===== src/rtl/packet_sink_pkg.sv =====
// Shared types and framing helpers for the two-phase flit sink.
// The head marker is the flit MSB; classification depends on whether a packet is in progress.
package packet_sink_pkg;

   typedef enum logic {
      IDLE,
      HOLD
   } sink_state_e;

   typedef enum logic [1:0] {
      FLIT_HEAD,
      FLIT_BODY,
      FLIT_STRAY_BODY,
      FLIT_EARLY_HEAD
   } flit_kind_e;

   localparam int unsigned COUNT_W = 8;
   localparam int unsigned DELAY_W = 4;
   localparam logic [COUNT_W-1:0] COUNT_MAX = '1;

   function automatic flit_kind_e classify_flit(input logic head, input logic at_start);
      if (at_start)
         return head ? FLIT_HEAD : FLIT_STRAY_BODY;
      else
         return head ? FLIT_EARLY_HEAD : FLIT_BODY;
   endfunction

endpackage


===== src/rtl/packet_sink_toggle_detect.sv =====
// Two-phase request edge detector: remembers the last seen req level and flags any change.
module toggle_detect (
   input  logic clk,
   input  logic reset,
   input  logic req,
   output logic req_event
);

   logic req_old;

   always_ff @(posedge clk or posedge reset) begin
      if (reset)
         req_old <= 1'b0;
      else
         req_old <= req;
   end

   assign req_event = req ^ req_old;

endmodule


===== src/rtl/packet_sink.sv =====
// Terminal consumer of the toggle req/ack flit link: acks every flit, reassembles
// head-framed packets, counts completed packets and keeps a sticky error flag.
module packet_sink
   import packet_sink_pkg::*;
#(
   parameter int          ID        = 0,
   parameter int unsigned FLITS     = 8,
   parameter int unsigned SIZE      = 8,
   parameter int unsigned PACKETS   = 2,
   parameter int unsigned ACK_DELAY = 0
) (
   input  logic                  clk,
   input  logic                  reset,
   input  logic                  req,
   input  logic [SIZE-1:0]       data,
   output logic                  ack,
   output logic                  pkt_valid,
   output logic [FLITS*SIZE-1:0] pkt_data,
   output logic [COUNT_W-1:0]    packet_count,
   output logic                  error,
   output logic                  done
);

   localparam int unsigned        HEAD_BIT  = SIZE - 1;
   localparam logic [7:0]         LAST_IDX  = 8'(FLITS - 1);
   localparam logic [DELAY_W-1:0] HOLD_LOAD = (ACK_DELAY == 0) ? '0 : DELAY_W'(ACK_DELAY - 1);
   // An out-of-range configuration shows up as a permanently raised error flag.
   localparam bit CFG_BAD = (ID < 0) || (FLITS < 1) || (FLITS > 255) || (SIZE < 1) ||
                            (PACKETS < 1) || (PACKETS > 255) || (ACK_DELAY > 15);

   sink_state_e          state, state_n;
   logic [DELAY_W-1:0]   hold_cnt, hold_cnt_n;
   logic                 req_event;
   logic                 accept;
   logic                 ack_fire;
   logic                 hold_violation;

   logic [7:0]           flit_idx;
   logic [FLITS*SIZE-1:0] buffer;
   logic [FLITS*SIZE-1:0] assembled;
   logic                 error_q;
   logic                 complete;
   flit_kind_e           kind;

   toggle_detect u_toggle_detect (
      .clk       (clk),
      .reset     (reset),
      .req       (req),
      .req_event (req_event)
   );

   always_ff @(posedge clk or posedge reset) begin
      if (reset) begin
         state    <= IDLE;
         hold_cnt <= '0;
      end else begin
         state    <= state_n;
         hold_cnt <= hold_cnt_n;
      end
   end

   always_comb begin
      state_n        = state;
      hold_cnt_n     = hold_cnt;
      accept         = 1'b0;
      ack_fire       = 1'b0;
      hold_violation = 1'b0;
      unique case (state)
         IDLE: begin
            if (req_event) begin
               accept = 1'b1;
               if (ACK_DELAY == 0) begin
                  ack_fire = 1'b1;
               end else begin
                  state_n    = HOLD;
                  hold_cnt_n = HOLD_LOAD;
               end
            end
         end
         HOLD: begin
            // The source must wait for ack; any new toggle here is dropped as a violation.
            hold_violation = req_event;
            if (hold_cnt == '0) begin
               ack_fire = 1'b1;
               state_n  = IDLE;
            end else begin
               hold_cnt_n = hold_cnt - 4'd1;
            end
         end
         default: state_n = IDLE;
      endcase
   end

   assign kind     = classify_flit(data[HEAD_BIT], flit_idx == '0);
   assign complete = accept && (kind == FLIT_HEAD || kind == FLIT_BODY) && (flit_idx == LAST_IDX);

   always_comb begin
      assembled = buffer;
      assembled[(FLITS-1)*SIZE +: SIZE] = data;
   end

   always_ff @(posedge clk or posedge reset) begin
      if (reset) begin
         ack          <= 1'b0;
         pkt_valid    <= 1'b0;
         pkt_data     <= '0;
         packet_count <= '0;
         error_q      <= 1'b0;
         flit_idx     <= '0;
         buffer       <= '0;
      end else begin
         pkt_valid <= complete;
         if (ack_fire)
            ack <= ~ack;
         if (hold_violation ||
             (accept && (done || kind == FLIT_STRAY_BODY || kind == FLIT_EARLY_HEAD)))
            error_q <= 1'b1;
         if (accept) begin
            if (kind == FLIT_EARLY_HEAD) begin
               // Restart framing with this head as slot 0 of a fresh packet.
               buffer[SIZE-1:0] <= data;
               flit_idx         <= 8'd1;
            end else if (kind != FLIT_STRAY_BODY) begin
               for (int unsigned i = 0; i < FLITS; i++)
                  if (flit_idx == 8'(i))
                     buffer[i*SIZE +: SIZE] <= data;
               flit_idx <= complete ? '0 : flit_idx + 8'd1;
            end
         end
         if (complete) begin
            pkt_data <= assembled;
            if (packet_count != COUNT_MAX)
               packet_count <= packet_count + 8'd1;
         end
      end
   end

   assign done  = (packet_count >= 8'(PACKETS));
   assign error = error_q | CFG_BAD;

endmodule

===== config.mk =====
export PLATFORM = sky130hd
export DESIGN_NAME = packet_sink
export DESIGN_NICKNAME = d
export VERILOG_FILES = /design/src/rtl/packet_sink_pkg.sv /design/src/rtl/packet_sink_toggle_detect.sv /design/src/rtl/packet_sink.sv
export SDC_FILE = /design/constraint.sdc
export NUM_CORES = 1
export LEC_CHECK = 0
export BUFFER_PORTS_ARGS = -buffer_cell sky130_fd_sc_hd__buf_4
export CORE_ASPECT_RATIO = 1.75
export CORE_MARGIN = 2
export CORE_UTILIZATION = 60
export CTS_BUF_LIST = sky130_fd_sc_hd__clkbuf_8
export CTS_CLUSTER_SIZE = 40
export DETAILED_ROUTE_END_ITERATION = 6
export GPL_TIMING_DRIVEN = 0
export MAX_ROUTING_LAYER = met4
export PLACE_DENSITY = 0.79
export REMOVE_ABC_BUFFERS = 1
export SETUP_SLACK_MARGIN = 0.15
export SYNTH_ARGS = -nofsm -noshare
export SYNTH_HDL_FRONTEND = slang
export SYNTH_HIERARCHICAL = 1
export SYNTH_SLANG_ARGS = --single-unit

===== constraint.sdc =====
create_clock -name clk -period 13.25 [get_ports clk]
set_clock_uncertainty 0.05 [all_clocks]
set_input_delay 1.9875 -clock clk [delete_from_list [all_inputs] [get_ports clk]]
set_output_delay 1.9875 -clock clk [all_outputs]
set_load 0.02 [all_outputs]

; Word level (Yosys, flattened, before mapping)
; Cells that the tools add are included.
[word_totals]
regBits = 145
input_bits = 11
out_inout_bits = 76
wordCells = 77
[classes]
addsub = 3
order_cmp = 1
eq_ne = 13
muxes = 18
bitwise = 4
n_reduce_logical = 22
[op_table]
columns = operator, n
row1 = 8-bit two-way mux, 6
row2 = "8-bit by 3-bit equality test with 1-bit output, second input constant", 4
row3 = 4-bit AND reduction, 6
row4 = "8-bit by 1-bit adder with 8-bit output, second input constant", 2
row5 = "8-bit by 2-bit equality test with 1-bit output, second input constant", 2
row6 = "8-bit by 1-bit equality test with 1-bit output, second input constant", 1
row7 = "8-bit by 2-bit greater-or-equal comparator with 1-bit output, second input constant", 1
row8 = 8-bit logical NOT, 1
row9 = 4-bit two-way mux, 2
row10 = "8-bit inequality test, second input constant", 1
row11 = 2-bit two-way mux, 3
row12 = 2-bit AND reduction, 3
row13 = 1-bit two-way mux, 5
row14 = "2-bit equality test, second input constant", 2
row15 = 4-bit logical NOT, 1
row16 = 1-bit logical OR, 4
row17 = "2-bit inequality test, second input constant", 2
row18 = 1-bit one-hot mux with 2 select lines, 2
row19 = 2-bit nonzero test, 2
row20 = "4-bit by 1-bit subtractor with 4-bit output, second input constant", 1
row21 = 1-bit logical AND, 3
row22 = 1-bit inverter, 3
row23 = 3-bit AND reduction, 1
row24 = "2-bit by 1-bit equality test with 1-bit output, second input constant", 1
row25 = 2 further kinds, 2

; Longest topological paths before layout
; Gate-level depths: netlist of run 1.
[depth]
ltp_word = 9
depth_mapped = 12

; Cells and area by module
; The synthesis of run 1 kept the hierarchy.
[by_module_without_submodules]
columns = module, n_inst, cells_each, area_per_inst_um2, seq_area_each_um2
row1 = packet_sink, 1, 517, 5789.3, 3603.5
row2 = toggle_detect, 1, 3, 37.5, 25.0

; Worst setup path after synthesis of run 1
; Ideal clock, no wire load.
[synth_path]
path_type = input-to-reg
from = in data[7]
to = reg buffer[32]
arrival_time_ps = 3651
required_ps = 13075
slack_ps = 9424
path_stages = 6
path_buffers = 1
cell_sequence = clkbuf_1 -> inv_1 -> ha_1 -> nor4b_4 -> nand3_2 -> mux2_2
[synth_via]
elab_chain_cells = 5
[synth_lines]
columns = element, line_no
row1 = start: declaration, packet_sink.sv:15  ; input logic [SIZE-1:0] data,
row2 = "2-bit two-way mux, on equally long branches", "packet_sink_pkg.sv:25, packet_sink_pkg.sv:23"
row3 = 2-bit two-way mux (*), packet_sink_pkg.sv:22  ; if (at_start)
row4 = 2-bit equality test, packet_sink.sv:119  ; if (kind == FLIT_EARLY_HEAD) begin
row5 = 1-bit inverter (no source line), n/a
row6 = 4-bit AND reduction (no source line) (*), n/a
row7 = end signal: indexed assignment, packet_sink.sv:121  ; buffer[SIZE-1:0] <= data;
row8 = end signal: indexed assignment, packet_sink.sv:126  ; buffer[i*SIZE +: SIZE] <= data;
row9 = end: declaration, packet_sink.sv:39  ; logic [FLITS*SIZE-1:0] buffer;
; Every way passes the cells marked *; elsewhere a longest branch is shown, timed or not.
; A chain may end at the register's enable or synchronous reset.

; Final worst setup path of run 1
[layout_path]
from = in req
to = reg flit_idx[2]
[layout_via]
elab_chain_cells = 8
[layout_lines]
columns = element, line_no
row1 = start: declaration, packet_sink.sv:14  ; input logic req,
row2 = 1-bit XOR (*), packet_sink_toggle_detect.sv:18  ; assign req_event = req ^ req_old;
row3 = net req_event, packet_sink.sv:33  ; logic req_event;
row4 = 1-bit two-way mux (*), packet_sink.sv:70  ; if (req_event) begin
row5 = 1-bit two-way mux (*), packet_sink.sv:68  ; unique case (state)
row6 = 1-bit logical AND (2 in a row), packet_sink.sv:95  ; assign complete = accept && (kind == FLIT_HEAD || kind == FLIT_BODY) && (flit_idx == LAST_IDX);
row7 = 8-bit two-way mux, packet_sink.sv:127  ; flit_idx <= complete ? '0 : flit_idx + 8'd1;
row8 = 8-bit two-way mux, packet_sink.sv:123  ; end else if (kind != FLIT_STRAY_BODY) begin
row9 = 8-bit two-way mux, packet_sink.sv:119
row10 = end signal: assignment, packet_sink.sv:127
row11 = end: declaration, packet_sink.sv:38  ; logic [7:0] flit_idx;
; Mark *: on every way through the listed nets, which the timed path passes. The rest lies on a longest branch. The select of a mux whose other input is x is not followed.

==> metrics.cfg, run 1 <==
[timing]
maxSlewViolCount = 0
rsz0062_at_grt = false
setup-violations-final = 0
final.period_utilization_pct = 33.9
tightest_slew_ns = 0.978
fin_ws_ns = 8.76
period_minus_slack_ns = 4.49
fin_setup_tns_ns = 0
relSlewSlack_pct = 34.7
finalHoldViolCount = 0
timing.fmax_ghz = 0.223

[power_and_ir_drop]
switchingPower_w = 0.000501
leakagePower_nw = 3.69
pwr-share-seq_pct = 45.8
swShare_pct = 33.8
internal_power_w = 0.000982
p_comb_share_pct = 30.6
pwr-share-clk_pct = 23.6
pwr_density_cell_mw_per_mm2 = 211
ir_worst_vdd_mv = 0.162

[grt]
grt_pass1_wl_um = 19100
grt_max_degree = 92
grtUsageTotal_pct = 24.4
grt_overflow_total = 0
grt_antenna_before_repair = 0
first_global_vias = 3948

[worst_hold_path]
worstHoldStart = buffer[5]$_DFFE_PP0P_
worstHoldPathCells = 2
holdPathEnd = pkt_data[5]$_DFFE_PP0P_
hold_class = reg -> reg

[place]
placed_cells = 713
place_ws_ns = 8.33
dpl-instance-area_mm2 = 0.00662
io_buffer_count = 86
gp_congestion = 0.765
hpwl_um = 7580

[synthesis]
async_flop_share_pct = 100
postSynthCellCount = 520
syn_area_per_cell_um2 = 11.2
synth.top_cells.by_count = 201 x nand2_1, 145 x dfrtp_1, 55 x mux2_2
synth_largest_area_cell = dfrtp_1
yosysSeqAreaShare_pct = 62.3
ys_ff_latch = 145
yosysWarnings = 6
synth_cell_types = 39
synth_flop_cell = dfrtp_1
yosysMostFrequentCell = nand2_1
synth_edf_count = 0
synth_top_area_share_pct = 62.3
synth_area_mm2 = 0.00583
synthTopCellsByArea = dfrtp_1 62%, nand2_1 13%, mux2_2 11%

[finish]
fin_cells = 745
fin_nets = 630
final_cell_area_mm2 = 0.00703
utilization_pct = 74.2
final.fill_count = 673
num_antenna_cells = 0
synthToLayoutAreaGrowth_pct = 20.6
drive_gt1_share_pct = 30.0

[detailed_routing]
vias_per_cell = 5.31
wl_um = 11500
drt-initial-drc-count = 176
drtAntennaViolNets = 0
num_vias = 3955
wire_per_inst_um = 15.5
drc = 0
dr.pass1.iters = 4

[clock_network]
clkTransAtPathRegs_ns = 0.08
holdBufCountCts = 0
cts_buffers = 17
post_cts_buffers = 0
clk_path_buf_depth = 2
clkSinkCount = 145
insertion_delay_ns = 0.45
htreeDepth = 4
cts_tree = yes
clockRootBuffer = clkbuf_8
cts_resized = 0

[floorplanning]
pin_count = 87
die_h_um = 134
fp.dieArea_mm2 = 0.0105
die_w_um = 78.5
num_rows = 47
start_util_pct = 61.5
coreArea_mm2 = 0.00947

[critical_path]
cp.depth = 8
r2r_cells = 11
cp_top_family = simple AND/OR/NAND/NOR gates
cp-start-kind = input pin
timing.rr.start = flit_idx[3]$_DFFE_PP0P_
path_buf_inv = 3
cp_slowest_cell = clkinv_2
worstSetupPathType = in -> reg
required_ns = 13.53
arrival_ns = 4.77
cp-end-kind = flip-flop
rrSetupSlack_ns = 9.03
max_stage_delay_ns = 0.65
worstPathCellList = buf_4 > xor2_1 > and4b_1 > nand3_4 > clkinv_2 > buf_12 > o21a_1 > nor2_1
timing.rr.end = flit_idx[2]$_DFFE_PP0P_
crit_fanout = 74

[flow_run]
cap_violations = 0

[outcome]
status = finished, final reports clean

## worst max-delay path by stage
| stage | start | endpoint | slack, ns |
|---|---|---|---|
| finish | req | flit_idx[2]$_DFFE_PP0P_ | 8.76 |
| floorplan | data[7] | flit_idx[2]$_DFFE_PP0P_ | 7.16 |
| global route | req | flit_idx[2]$_DFFE_PP0P_ | 8.55 |
| global placement | data[7] | flit_idx[5]$_DFFE_PP0P_ | 5.03 |
| CTS | data[7] | flit_idx[2]$_DFFE_PP0P_ | 8.78 |
| detailed placement | data[7] | flit_idx[2]$_DFFE_PP0P_ | 8.33 |
## logic make-up after synthesis
kind of cell	after synthesis	share of synthesized area, %
DFF	145	62.3
AOI/OAI and AO/OA	17	1.83
and+or+nand+nor	248	18.8
muxes	57	11.1
adders and majority gates	9	1.93
xor gates and xnor gates	13	1.95
buffers and inverters	31	2.13
## flip-flops by register name (all words and copies together), names as in the netlist
name and cells:
pkt_valid 1, flit_idx 8, pkt_data 64, buffer 56
ack 1, error 1, u_toggle_detect/req_old 1, packet_count 8
hold_cnt 4, state 1
## power groups by stage
stage / clock network (W) / logic, W / registers [W]
after floorplan: 0 / 0.000200 / 0.000757
after global placement: 0 / 0.000440 / 0.000680
after detailed placement: 0 / 0.000457 / 0.000686
after CTS: 0.000354 / 0.000460 / 0.000679
after global routing: 0.000376 / 0.000491 / 0.000699
final: 0.000350 / 0.000454 / 0.000679
## final cells by class
cell class | count | area (um^2) | share of cell area [%]
repair buffers | 88 | 693 | 9.87
inverters | 14 | 58.8 | 0.837
multi-input cells | 344 | 2090 | 29.7
clock inverters | 15 | 171 | 2.44
clock buffers | 17 | 234 | 3.33
well taps | 122 | 153 | 2.17
flip-flops and latches | 145 | 3630 | 51.6
## worst reg2reg max path, delay by kind of cell (launching register included)
family	cells	cell delay, ns
adders and majority gates	1	0.22
AOI/OAI and AO/OA	1	0.28
buffers and inverters	3	1.10
and+or+nand+nor	6	2.07
DFF	1	0.44
## per-stage QoR
stage / power (W) / hold WS, ns
2_1_floorplan: 0.000957 / 0.380
4_1_cts: 0.00149 / 0.413
3_3_place_gp: 0.00112 / 0.392
5_1_grt: 0.00157 / 0.437
3_5_place_dp: 0.00114 / 0.398
6_report: 0.00148 / 0.410
## metal layers
layer / vias up / GRT usage, % / routed length [um]
met5: - / - / 0
met4: 0 / 8.77 / 265
met3: 22 / 5.79 / 369
met2: 88 / 42.5 / 6330
met1: 1962 / 27.1 / 4570
li1: 1883 / - / -
## layout by cell type, fill, tap and decap left out, types with 2 or more instances in the layout
cell type,n
ha_1,9
nand2_1,201
dfrtp_1,145
bufinv_16,3
clkinvlp_4,5
nand4_1,5
nand3_1,5
clkbuf_8,17
nand3_4,4
nand2b_1,2
o21a_1,3
mux2_2,55
nor4_1,5
xnor2_1,4
buf_4,86
clkinv_2,3
xor2_1,9
clkinv_4,3
o31ai_1,2
nand3_2,3
inv_1,14
a21oi_1,2
o21ai_0,7
nor2_1,12
(Power assumes the default switching activity.)
==> run 2, diff against run 1 <==
--- a/config.mk
+++ b/config.mk
@@ -8,13 +8,13 @@
 export BUFFER_PORTS_ARGS = -buffer_cell sky130_fd_sc_hd__buf_4
 export CORE_ASPECT_RATIO = 1.75
 export CORE_MARGIN = 2
-export CORE_UTILIZATION = 60
+export CORE_UTILIZATION = 53
 export CTS_BUF_LIST = sky130_fd_sc_hd__clkbuf_8
 export CTS_CLUSTER_SIZE = 40
 export DETAILED_ROUTE_END_ITERATION = 6
 export GPL_TIMING_DRIVEN = 0
 export MAX_ROUTING_LAYER = met4
-export PLACE_DENSITY = 0.79
+export PLACE_DENSITY = 0.74
 export REMOVE_ABC_BUFFERS = 1
 export SETUP_SLACK_MARGIN = 0.15
 export SYNTH_ARGS = -nofsm -noshare
==> constraint.sdc (replaced) <==
create_clock -name clk -period 3.7 [get_ports clk]
set_clock_uncertainty 0.05 [all_clocks]
set_input_delay 0.555 -clock clk [delete_from_list [all_inputs] [get_ports clk]]
set_output_delay 0.555 -clock clk [all_outputs]
set_load 0.02 [all_outputs]
==> run 2 against run 1 <==
Compared with the run above:
- die area rose by 13%
- global-route usage fell by 1.6 points
- cell area rose by 1.1%
- sequential cell count did not move
- via count rose by 0.51%
- critical path type is now reg -> reg
==> metrics.cfg, run 2 (synthesis results as in run 1) <==
[grt]
grt_pass1_wl_um = 20500
grtUsageTotal_pct = 22.8
first_global_vias = 4040
grt_antenna_before_repair = 0
grt_max_degree = 106
grt_overflow_total = 0

[clock_network]
cts_buffers = 17
cts_tree = yes
clk_path_buf_depth = 2
insertion_delay_ns = 0.44
clkSinkCount = 145
clockRootBuffer = clkbuf_8
htreeDepth = 4
clkTransAtPathRegs_ns = 0.08

[floorplanning]
coreArea_mm2 = 0.0107
fp.dieArea_mm2 = 0.0119
start_util_pct = 54.5
die_h_um = 143
pin_count = 87
die_w_um = 83.3
num_rows = 50

[detailed_routing]
num_vias = 3975
drtAntennaViolNets = 0
dr.pass1.iters = 6
vias_per_cell = 5.25
wl_um = 12300
drt-initial-drc-count = 210
drc = 0
wire_per_inst_um = 16.2

[timing]
fin_setup_tns_ns = 0
finalHoldViolCount = 0
final.period_utilization_pct = 92.8
tightest_slew_ns = 1.28
relSlewSlack_pct = 13.4
setup-violations-final = 0
rsz0062_at_grt = true
period_minus_slack_ns = 3.43
maxSlewViolCount = 0
timing.fmax_ghz = 0.291

[finish]
synthToLayoutAreaGrowth_pct = 21.8
utilization_pct = 66.4
final.fill_count = 812
top_register = pkt_data
top_regs = pkt_data: 64 flops, buffer: 56 flops
drive_gt1_share_pct = 30.6
most-common-layout-cells = 201 x nand2_1, 145 x dfrtp_1, 86 x buf_4
num_antenna_cells = 0
fin_cells = 757
mostFrequentLayoutCell = nand2_1
fin_nets = 634
largest_reg_flops = 64

[critical_path]
cp-end-kind = flip-flop
worstSetupPathType = reg -> reg
required_ns = 3.98
cp_slowest_cell = or4_4
worstPathCellList = or4_4 > nor3_4 > nand2_1 > inv_1 > ha_1 > and4b_1 > nand3_4 > clkinv_8 > buf_12 > o21a_1 > nor2_1
crit_fanout = 43
cp-start-kind = flip-flop
arrival_ns = 3.71
max_stage_delay_ns = 0.57

[flow_run]
cap_violations = 0

[place]
gp_congestion = 0.812
placed_cells = 721
io_buffer_count = 86
hpwl_um = 7680

[outcome]
status = finished, final reports clean

[power_and_ir_drop]
pwr_density_cell_mw_per_mm2 = 753
leakagePower_nw = 3.70
ir_worst_vdd_mv = 0.386

[worst_hold_path]
hold_class = in -> reg

[run 2: cell count changes in the layout (fill, tap and decap cells not counted)]
cell / previous run / this run
dlygate4sd3_1: 0 / 1
clkinv_8: 0 / 1
inv_6: 1 / 5
inv_1: 14 / 12
nand3_2: 3 / 5
clkinv_2: 3 / 1
[run 2: repair_timing]
action | 4_1_cts | 5_1_grt
buffers inserted | 0 | 0
hold buffers | 1 | 0
resized for setup | 1 | 2
gates cloned | 2 | 1
endpoints found under the setup margin | 75 | 32
pin swaps | 0 | 1
endpoints found under the hold margin | 1 | 0
[run 2: worst paths after layout]
kind	depth (start not counted)	slack [ns]	end	from
worst max-delay path	11	0.27	flit_idx[4]$_DFFE_PP0P_	flit_idx[3]$_DFFE_PP0P_
worst min-delay path	1	0.18	u_toggle_detect/req_old$_DFF_PP0_	req
worst max register to register	11	0.27	flit_idx[4]$_DFFE_PP0P_	flit_idx[3]$_DFFE_PP0P_
worst min register to register	2	0.41	pkt_data[32]$_DFFE_PP0P_	buffer[32]$_DFFE_PP0P_
max in group asynchronous	4	2.16	pkt_data[10]$_DFFE_PP0P_	reset
min in group asynchronous	3	0.48	u_toggle_detect/req_old$_DFF_PP0_	reset
[run 2: critical path, delay by kind of cell (launching register included)]
family	cells	cell delay (ns)
AOI/OAI and AO/OA	1	0.27
adders and majority gates	1	0.12
buffers and inverters	3	0.57
DFF	1	0.44
and+or+nand+nor	6	1.87
[run 2: report_power, final]
part	total (W)	internal (W)	leakage (nW)	switching, W
Clock	0.00129	0.000673	0.195	0.000614
Sequential	0.00242	0.00211	1.88	0.000312
Combinational	0.00164	0.000748	1.62	0.000888
Total	0.00535	0.00353	3.70	0.00181
[run 2: layout make-up]
type	count	area, um^2	share of cell area [%]
sequential	145	3630	51.1
multi-input combinational	346	2110	29.7
timing repair buffer	89	703	9.90
clock buffer	17	234	3.30
clock inverter	15	185	2.61
tap	130	163	2.29
inverter	14	70.1	0.987
timing repair inverter	1	8.76	0.123
[run 2: per-stage QoR]
step | setup WS (ns) | power [W] | hold slack [ns] | area [um^2]
2_1_floorplan | -1.75 | 0.00343 | 0.234 | 5760
3_3_place_gp | -3.85 | 0.00401 | 0.357 | 6560
6_report | 0.267 | 0.00535 | 0.184 | 7100
4_1_cts | 0.182 | 0.00541 | 0.167 | 7080
3_5_place_dp | -0.522 | 0.00409 | 0.386 | 6630
5_1_grt | 0.0833 | 0.00566 | 0.163 | 7100
[run 2: metal layers]
metal | GRT usage [%] | part of all wire (%)
met5 | - | 0
met4 | 9.06 | 1.4
met3 | 4.80 | 3.7
met2 | 39.0 | 54
met1 | 26.2 | 41
==> run 3, diff against run 2 <==
--- a/config.mk
+++ b/config.mk
@@ -6,9 +6,11 @@
 export NUM_CORES = 1
 export LEC_CHECK = 0
 export BUFFER_PORTS_ARGS = -buffer_cell sky130_fd_sc_hd__buf_4
+export CELL_PAD_IN_SITES_DETAIL_PLACEMENT = 2
+export CELL_PAD_IN_SITES_GLOBAL_PLACEMENT = 2
 export CORE_ASPECT_RATIO = 1.75
 export CORE_MARGIN = 2
-export CORE_UTILIZATION = 53
+export CORE_UTILIZATION = 35
 export CTS_BUF_LIST = sky130_fd_sc_hd__clkbuf_8
 export CTS_CLUSTER_SIZE = 40
 export DETAILED_ROUTE_END_ITERATION = 6
==> run 3 against run 2 <==
Compared with the run above:
- clock power is 5% lower
- global-route usage is 4.1 points lower
- sequential power is 2% higher
==> metrics.cfg, run 3 (synthesis results as in run 1) <==
[outcome]
status = finished, final reports clean

[finish]
top_regs = pkt_data: 64 flops, buffer: 56 flops
final_cell_area_mm2 = 0.00725
fin_nets = 642
mostFrequentLayoutCell = nand2_1
most-common-layout-cells = 201 x nand2_1, 145 x dfrtp_1, 94 x buf_4
ff_latch_area_mm2 = 0.00363
num_antenna_cells = 0
synthToLayoutAreaGrowth_pct = 24.5
fin_cells = 858
final.fill_count = 1710
multi_input_area_mm2 = 0.00210
top_register = pkt_data
drive_gt1_share_pct = 31.4
largest_reg_flops = 64

[place]
dpl-instance-area_mm2 = 0.00677
place_ws_ns = -0.209
placed_cells = 816
io_buffer_count = 86
hpwl_um = 10100
gp_congestion = 0.778

[floorplanning]
fp.dieArea_mm2 = 0.0177
coreArea_mm2 = 0.0164
num_rows = 62
die_h_um = 175
start_util_pct = 35.6
pin_count = 87
die_w_um = 102

[critical_path]
arrival_ns = 3.51
crit_start = flit_idx[3]$_DFFE_PP0P_
crit_fanout = 10
rrSetupSlack_ns = 0.50
r2r_cells = 10
worstSetupPathType = reg -> reg
cp_top_family = simple AND/OR/NAND/NOR gates
timing.rr.end = packet_count[7]$_DFFE_PP0P_
required_ns = 4.01
cp_slowest_cell = or4_4
cp.depth = 10
cp-end-kind = flip-flop
max_stage_delay_ns = 0.57
endpoint = packet_count[7]$_DFFE_PP0P_
path_buf_inv = 2
cp-start-kind = flip-flop
timing.rr.start = flit_idx[3]$_DFFE_PP0P_
worstPathCellList = or4_4 > nor3_4 > nand2_1 > inv_1 > ha_1 > and4b_1 > nand3_4 > buf_4 > nor4_1 > mux2i_1

[timing]
setup-violations-final = 0
fin_setup_tns_ns = 0
tightest_slew_ns = 1.09
timing.fmax_ghz = 0.312
maxSlewViolCount = 0
finalHoldViolCount = 0
rsz0062_at_grt = false
final.period_utilization_pct = 86.6
relSlewSlack_pct = 26.2
period_minus_slack_ns = 3.20
fin_ws_ns = 0.496

[grt]
first_global_vias = 4593
grt_pass1_wl_um = 24700
grt_max_degree = 77
grt_overflow_total = 0
grtUsageTotal_pct = 18.7
grt_antenna_before_repair = 0

[worst_hold_path]
hold_class = in -> reg

[power_and_ir_drop]
power_w = 0.00539
pwr_density_cell_mw_per_mm2 = 744
ir_worst_vdd_mv = 0.226
leakagePower_nw = 3.74

[detailed_routing]
dr.pass1.iters = 4
wire_per_inst_um = 18.2
num_vias = 4143
drt-initial-drc-count = 185
drc = 0
vias_per_cell = 4.83
drtAntennaViolNets = 0
wl_um = 15600

[clock_network]
clk_path_buf_depth = 2
cts_tree = yes
clkTransAtPathRegs_ns = 0.08
clkSinkCount = 145
htreeDepth = 4
cts_buffers = 17
clockRootBuffer = clkbuf_8
insertion_delay_ns = 0.44

[flow_run]
cap_violations = 0

==> run 3: final cells by class <==
cell class / count / share of cell area [%]
Inverter: 14 / 0.966
Tap cell: 224 / 3.86
Sequential cell: 145 / 50.0
Clock buffer: 18 / 3.41
Timing Repair Buffer: 98 / 10.8
Clock inverter: 13 / 1.91
Timing Repair inverter: 1 / 0.121
Multi-Input combinational cell: 345 / 28.9
==> run 3: metrics by stage <==
| stage | hold WS [ns] | utilization, % |
|---|---|---|
| finish | 0.184 | 44.3 |
| global route | 0.152 | 44.3 |
| CTS | 0.156 | 43.8 |
| detailed placement | 0.385 | 41.3 |
| global placement | 0.356 | 40.8 |
| floorplan | 0.234 | - |
==> run 3: per-layer routing <==
metal	wire [um]	share of wire, %	up-vias	GRT usage [%]
met5	0	0	-	-
met4	222	1.4	0	5.57
met3	329	2.1	13	3.32
met2	9120	59	64	33.7
met1	5900	38	2173	20.5
li1	-	-	1893	-
==> run 3: what timing repair did <==
action                                  CTS  global route
hold buffers                              1             0
gates cloned                              0             2
endpoints found under the setup margin   44            31
gates resized for setup                   2             0
hold endpoints to repair                  1             0
pin swaps                                 0             1
buffers inserted                          0             8
==> run 3: power by group <==
| group | total, W | leakage [nW] | switching (W) | internal, W |
|---|---|---|---|---|
| registers | 0.00247 | 1.88 | 0.000358 | 0.00211 |
| clock network | 0.00123 | 0.195 | 0.000615 | 0.000614 |
| logic | 0.00169 | 1.67 | 0.000927 | 0.000768 |
| total | 0.00539 | 3.74 | 0.00190 | 0.00350 |
==> run 3: worst min path at each step <==
stage,from,endpoint,depth (start not counted)
2_1_floorplan,reset,u_toggle_detect/req_old$_DFF_PP0_,1
3_3_place_gp,reset,u_toggle_detect/req_old$_DFF_PP0_,2
3_5_place_dp,reset,u_toggle_detect/req_old$_DFF_PP0_,2
4_1_cts,req,u_toggle_detect/req_old$_DFF_PP0_,1
5_1_grt,req,u_toggle_detect/req_old$_DFF_PP0_,1
6_report,req,u_toggle_detect/req_old$_DFF_PP0_,1
